===== config.mk =====
export PLATFORM = sky130hd
export DESIGN_NAME = ps2_rx
export DESIGN_NICKNAME = d
export VERILOG_FILES = /design/src/rtl/ps2_rx.sv
export SDC_FILE = /design/constraint.sdc
export NUM_CORES = 1
export LEC_CHECK = 0
export BUFFER_PORTS_ARGS = -buffer_cell sky130_fd_sc_hd__buf_4
export CELL_PAD_IN_SITES_DETAIL_PLACEMENT = 1
export CELL_PAD_IN_SITES_GLOBAL_PLACEMENT = 2
export CORE_ASPECT_RATIO = 1.1
export CORE_MARGIN = 2
export CORE_UTILIZATION = 38
export DETAILED_ROUTE_END_ITERATION = 7
export HOLD_SLACK_MARGIN = 0.08
export PLACE_DENSITY_LB_ADDON = 0.25
export RECOVER_POWER = 100
export SLEW_MARGIN = 10
export SYNTH_ARGS = -nofsm -noshare
export SYNTH_HDL_FRONTEND = slang
export SYNTH_SLANG_ARGS = --single-unit

===== constraint.sdc =====
create_clock -name clk -period 2.5 [get_ports clk]
set_input_delay 0.125 -clock clk [delete_from_list [all_inputs] [get_ports clk]]
set_output_delay 0.125 -clock clk [all_outputs]
set_load 0.01 [all_outputs]

===== src/rtl/ps2_rx.sv =====
// ps2_rx: PS/2 device-to-host receiver.
//   Synchronises and deglitches the raw PS/2 clock and data lines. It decodes
//   11-bit frames (start, 8 data bits LSB first, odd parity, stop) and keeps the
//   last two good bytes as a 16-bit code.
// Ports:
//   clk         system clock
//   rst         synchronous reset, active-high
//   ps2_clk     raw PS/2 clock line (asynchronous, idle high)
//   ps2_data    raw PS/2 data line (asynchronous, idle high)
//   code        {previous byte, last byte}; shifts left 8 on each good frame
//   byte_valid  1-cycle pulse when code has just been updated
//   frame_err   1-cycle pulse on parity error, bad stop bit or timeout
//
// FSM states:
//   state  | meaning
//   IDLE   | waiting for a falling edge with data low (start bit)
//   DATA   | collecting the 8 data bits, LSB first
//   PARITY | capturing the parity bit
//   STOP   | checking parity and the stop bit, then publishing or flagging
module ps2_rx #(
  parameter int FILTER_LEN = 8,
  parameter int TIMEOUT    = 50_000
) (
  input  logic        clk,
  input  logic        rst,
  input  logic        ps2_clk,
  input  logic        ps2_data,
  output logic [15:0] code,
  output logic        byte_valid,
  output logic        frame_err
);

  localparam int FW = (FILTER_LEN > 2) ? $clog2(FILTER_LEN) : 1;
  localparam int TW = (TIMEOUT > 2) ? $clog2(TIMEOUT) : 1;
  localparam logic [FW-1:0] FLT_LAST = FW'(FILTER_LEN - 1);
  localparam logic [TW-1:0] TMO_LAST = TW'(TIMEOUT - 1);

  typedef enum logic [1:0] {IDLE, DATA, PARITY, STOP} state_t;

  state_t state, state_next;

  logic clk_m, clk_s, data_m, data_s;
  logic clk_f, data_f, clk_f_q;
  logic [FW-1:0] clk_fcnt, data_fcnt;
  logic fall;

  logic [2:0]    bit_cnt;
  logic [7:0]    shreg;
  logic          par_bit;
  logic [TW-1:0] tmo_cnt;

  logic shift_en, par_en, frame_ok, frame_bad, tmo_hit;

  // Two-flop synchronisers; reset to the idle-high bus level.
  always_ff @(posedge clk) begin
    if (rst) begin
      clk_m  <= 1'b1;
      clk_s  <= 1'b1;
      data_m <= 1'b1;
      data_s <= 1'b1;
    end else begin
      clk_m  <= ps2_clk;
      clk_s  <= clk_m;
      data_m <= ps2_data;
      data_s <= data_m;
    end
  end

  // The filter counts samples that disagree with the filtered value. The
  // filtered value flips on the FILTER_LEN-th consecutive disagreeing sample.
  always_ff @(posedge clk) begin
    if (rst) begin
      clk_f    <= 1'b1;
      clk_fcnt <= '0;
    end else if (clk_s == clk_f) begin
      clk_fcnt <= '0;
    end else if (clk_fcnt == FLT_LAST) begin
      clk_f    <= clk_s;
      clk_fcnt <= '0;
    end else begin
      clk_fcnt <= clk_fcnt + 1'b1;
    end
  end

  always_ff @(posedge clk) begin
    if (rst) begin
      data_f    <= 1'b1;
      data_fcnt <= '0;
    end else if (data_s == data_f) begin
      data_fcnt <= '0;
    end else if (data_fcnt == FLT_LAST) begin
      data_f    <= data_s;
      data_fcnt <= '0;
    end else begin
      data_fcnt <= data_fcnt + 1'b1;
    end
  end

  always_ff @(posedge clk) begin
    if (rst) clk_f_q <= 1'b1;
    else     clk_f_q <= clk_f;
  end

  assign fall    = clk_f_q & ~clk_f;
  assign tmo_hit = (state != IDLE) && (tmo_cnt == TMO_LAST);

  always_ff @(posedge clk) begin
    if (rst) state <= IDLE;
    else     state <= state_next;
  end

  always_comb begin
    state_next = state;
    shift_en   = 1'b0;
    par_en     = 1'b0;
    frame_ok   = 1'b0;
    frame_bad  = 1'b0;
    case (state)
      IDLE: begin
        if (fall && !data_f) state_next = DATA;
      end
      DATA: begin
        if (fall) begin
          shift_en = 1'b1;
          if (bit_cnt == 3'd7) state_next = PARITY;
        end
      end
      PARITY: begin
        if (fall) begin
          par_en     = 1'b1;
          state_next = STOP;
        end
      end
      STOP: begin
        if (fall) begin
          // Odd parity: data bits plus parity bit must hold an odd number of ones.
          if ((^{shreg, par_bit}) && data_f) frame_ok  = 1'b1;
          else                               frame_bad = 1'b1;
          state_next = IDLE;
        end
      end
      default: state_next = IDLE;
    endcase
    // An edge in the same cycle as the timeout takes priority.
    if (tmo_hit && !fall) begin
      state_next = IDLE;
      frame_bad  = 1'b1;
    end
  end

  always_ff @(posedge clk) begin
    if (rst) begin
      bit_cnt    <= '0;
      shreg      <= '0;
      par_bit    <= 1'b0;
      tmo_cnt    <= '0;
      code       <= '0;
      byte_valid <= 1'b0;
      frame_err  <= 1'b0;
    end else begin
      if (state == IDLE)  bit_cnt <= '0;
      else if (shift_en)  bit_cnt <= bit_cnt + 1'b1;

      if (shift_en) shreg[bit_cnt] <= data_f;
      if (par_en)   par_bit        <= data_f;

      if (state == IDLE || fall) tmo_cnt <= '0;
      else                       tmo_cnt <= tmo_cnt + 1'b1;

      if (frame_ok) code <= {code[7:0], shreg};
      byte_valid <= frame_ok;
      frame_err  <= frame_bad;
    end
  end

endmodule


==> impl_results.md <==
* Global-route wire length before repair at 8.87 mm
* ANT cells at 0
* RSZ-0062 raised after global routing: no
* Initial antenna violation count at 0
* GRT Total Usage at 14.3%
* Crit path kind: flop to flop
* # Post-CTS Setup Buffers at 0
* CP peak stage delay at 0.48 ns
* Clk buf depth at 2
* Finished Cell Area at 3090 sq um
* Startpoint Class: flop
* Congestion Overflow GR at 0
* Post-route insts no fill at 386
* Final setup TNS at 0 ns
* Req. time, crit path at 2.76 ns
* Final ANT Viol Nets at 0
* Power Total at 1.92 mW
* Cts repair resizes at 0
* FF-to-FF Start: shreg[0]$_SDFFE_PP0P_
* FP Rows at 32
* Port Buf Inserts at 21
* Root Driver: clkbuf_8
* Max Cap Viol at 0
* Placed Instance Area at 2920 sq um
* Reg2Reg Capture Point: code[12]$_SDFFE_PP0P_
* Synth Instances at 272
* Die ar. at 7810 sq um
* Mapped Nets at 287
* Worst hold margin at 0.211 ns
* Vias per cell at 5.08
* Vias in the first global route at 1943
* Fin worst setup slack at 0.440 ns
* Max Transition Viols Final at 0
* Routed length per instance at 13.1 um
* Hold path start: rst
* R2R cell count at 5
* Detailed router's first-iteration violation count at 40
* Via count at 1960
* Fin util at 44.3%
* R2r setup slk at 0.44 ns
* Crit path buf inv count at 1
* Layout cell share with drive strength beyond 1 at 9.97%
* Cts bufs inserted at 9
* F_max at 485 MHz
* Distinct cells, synth at 39
* Leak at 1.09 nW
* Fin. Hold Viols at 0
* CP Capture Type: flop
* WHS Endpoint: shreg[5]$_SDFFE_PP0P_
* Hold depth at 2
* Peak supply drop at 0.411 mV
* Largest net degree at the start of global routing at 52
* Yosys reg bits at 61
* CTS tree: yes
* Worst Hold Class: primary input to flop
* CTS H-tree depth at 3
* Ys flop type: dfxtp_1
* Drt drc at 0
* Ys async rst share at 0%
* Die Height at 92.5 um
* Post-Syn Area at 2710 sq um
* Worst Max-Slew Pin Slew at 0.572 ns
* Final cycle utilization of the critical path at 82.4%
* CP cell instances: xor3_1 -> or2_2 -> mux2i_4 -> clkbuf_2 -> mux2i_1
* TritonRoute pass-1 iters at 4
* Drt total wl at 5.04 mm
* Clock transition at path regs at 0.07 ns
* Register area share after synthesis at 45.1%
* Die width at 84.5 um
* Placed Cells at 368
* PD cells at 621 nW/um^2
* Area growth syn-to-layout at 14.0%
* Area of the core at 6970 sq um
* Crit path max-delay family: buffers and inverters
* Final nets at 311
* Final Critical Period at 2.06 ns
* Post-CTS Hold Buffers at 2
* # clock sinks at 61
* Slowest cell on crit path: clkbuf_2
* Dpl ws at 0.637 ns
* Clk_lat worst skew at 0.33 ns
* Skew final at 0.00899 ns
* # IOs at 22
* EDFF count, synth at 0
* Status: complete, no violations
* WP data arrival at 2.32 ns
* Critical path fanouts, max at 17
* Max-slew headroom at 61.3%
* Number of warnings issued by yosys at 0
* Setup-failing EPs final at 0
* Initial Util at 38.8%
* RePlAce Congestion at 0.742
* Hpwl dp at 3.45 mm
* Avg Cell Area, Syn at 9.95 sq um
[layer usage]
metal / part of all wire [%] / vias to the layer above / GRT usage (%)
met5: 0 / - / 0
met4: 2.6 / 0 / 8.33
met3: 3.6 / 12 / 3.48
met2: 46 / 25 / 23.1
met1: 48 / 933 / 17.3
li1: - / 990 / -
[layout make-up]
| type | count | area, sq um |
|---|---|---|
| fill | 805 | 3880 |
| multi-input combinational | 195 | 1410 |
| sequential | 61 | 1220 |
| clock buffer | 13 | 169 |
| timing repair buffer | 25 | 123 |
| tap | 85 | 106 |
| clock inverter | 3 | 42.5 |
| inverter | 4 | 15.0 |
[power breakdown]
part           switching, mW  leakage (nW)  internal [mW]
sequential           0.00162         0.492          0.976
combinational         0.0135         0.492         0.0139
clock                  0.370         0.106          0.541
total                  0.385          1.09           1.53
[layout by cell type (no fill, tap or decap), types with 3 or more instances in the layout]
cell / instances
and2_0: 4
xor2_1: 8
nor2_1: 21
inv_1: 4
or2_2: 7
nor2b_1: 4
a21oi_1: 8
nand3b_1: 4
nand2_1: 11
nand2b_1: 24
nor4_1: 5
mux2i_1: 25
nand4_1: 4
ha_1: 11
nor3_1: 10
clkbuf_1: 19
o21ai_0: 3
or3_1: 3
nand3_1: 8
dfxtp_1: 61
xnor2_1: 9
clkbuf_8: 12
[worst max path at each step]
stage                           from                     to  slack, ns  cells after the start
3_5_place_dp   shreg[0]$_SDFFE_PP0P_  code[12]$_SDFFE_PP0P_       0.64                      5
3_3_place_gp   shreg[0]$_SDFFE_PP0P_  code[12]$_SDFFE_PP0P_       0.67                      5
4_1_cts        shreg[0]$_SDFFE_PP0P_  code[12]$_SDFFE_PP0P_       0.62                      5
2_1_floorplan  shreg[0]$_SDFFE_PP0P_  code[10]$_SDFFE_PP0P_       0.69                      5
5_1_grt        state[0]$_SDFFE_PP0P_  code[12]$_SDFFE_PP0P_       0.30                      6
6_report       shreg[0]$_SDFFE_PP0P_  code[12]$_SDFFE_PP0P_       0.44                      5
[synth_stat cells, drive strengths merged (3+ instances only)]
cell	number	area, sq um
dfxtp	61	1220
mux2i	26	273
nand2b	24	150
nor2	21	78.8
clkbuf	11	41.3
ha	11	138
nand2	11	41.3
nor3	10	50.1
xnor2	9	78.8
a21oi	8	40.0
nand3	8	40.0
xor2	8	70.1
or2	7	43.8
and2	5	31.3
nor4	5	31.3
inv	4	15.0
nand3b	4	30.0
nand4	4	25.0
nor2b	4	25.0
o21ai	3	15.0
or3	3	18.8
[flip-flops by register name, summed over array words and instances, names as in the netlist, 2 cells and up]
register	cells
shreg	8
data_fcnt	3
tmo_cnt	16
code	16
state	2
bit_cnt	3
clk_fcnt	3
[logic make-up after synthesis]
| family | count (synthesis) | share of synthesized area, % |
|---|---|---|
| muxes | 26 | 10.1 |
| xor gates and xnor gates | 19 | 7.26 |
| buffers and inverters | 16 | 2.82 |
| and+or+nand+nor | 118 | 24.6 |
| DFF | 61 | 45.1 |
| adders and majority gates | 11 | 5.09 |
| AOI/OAI and AO/OA | 21 | 5.04 |
Power figures use the tool's default switching activity.
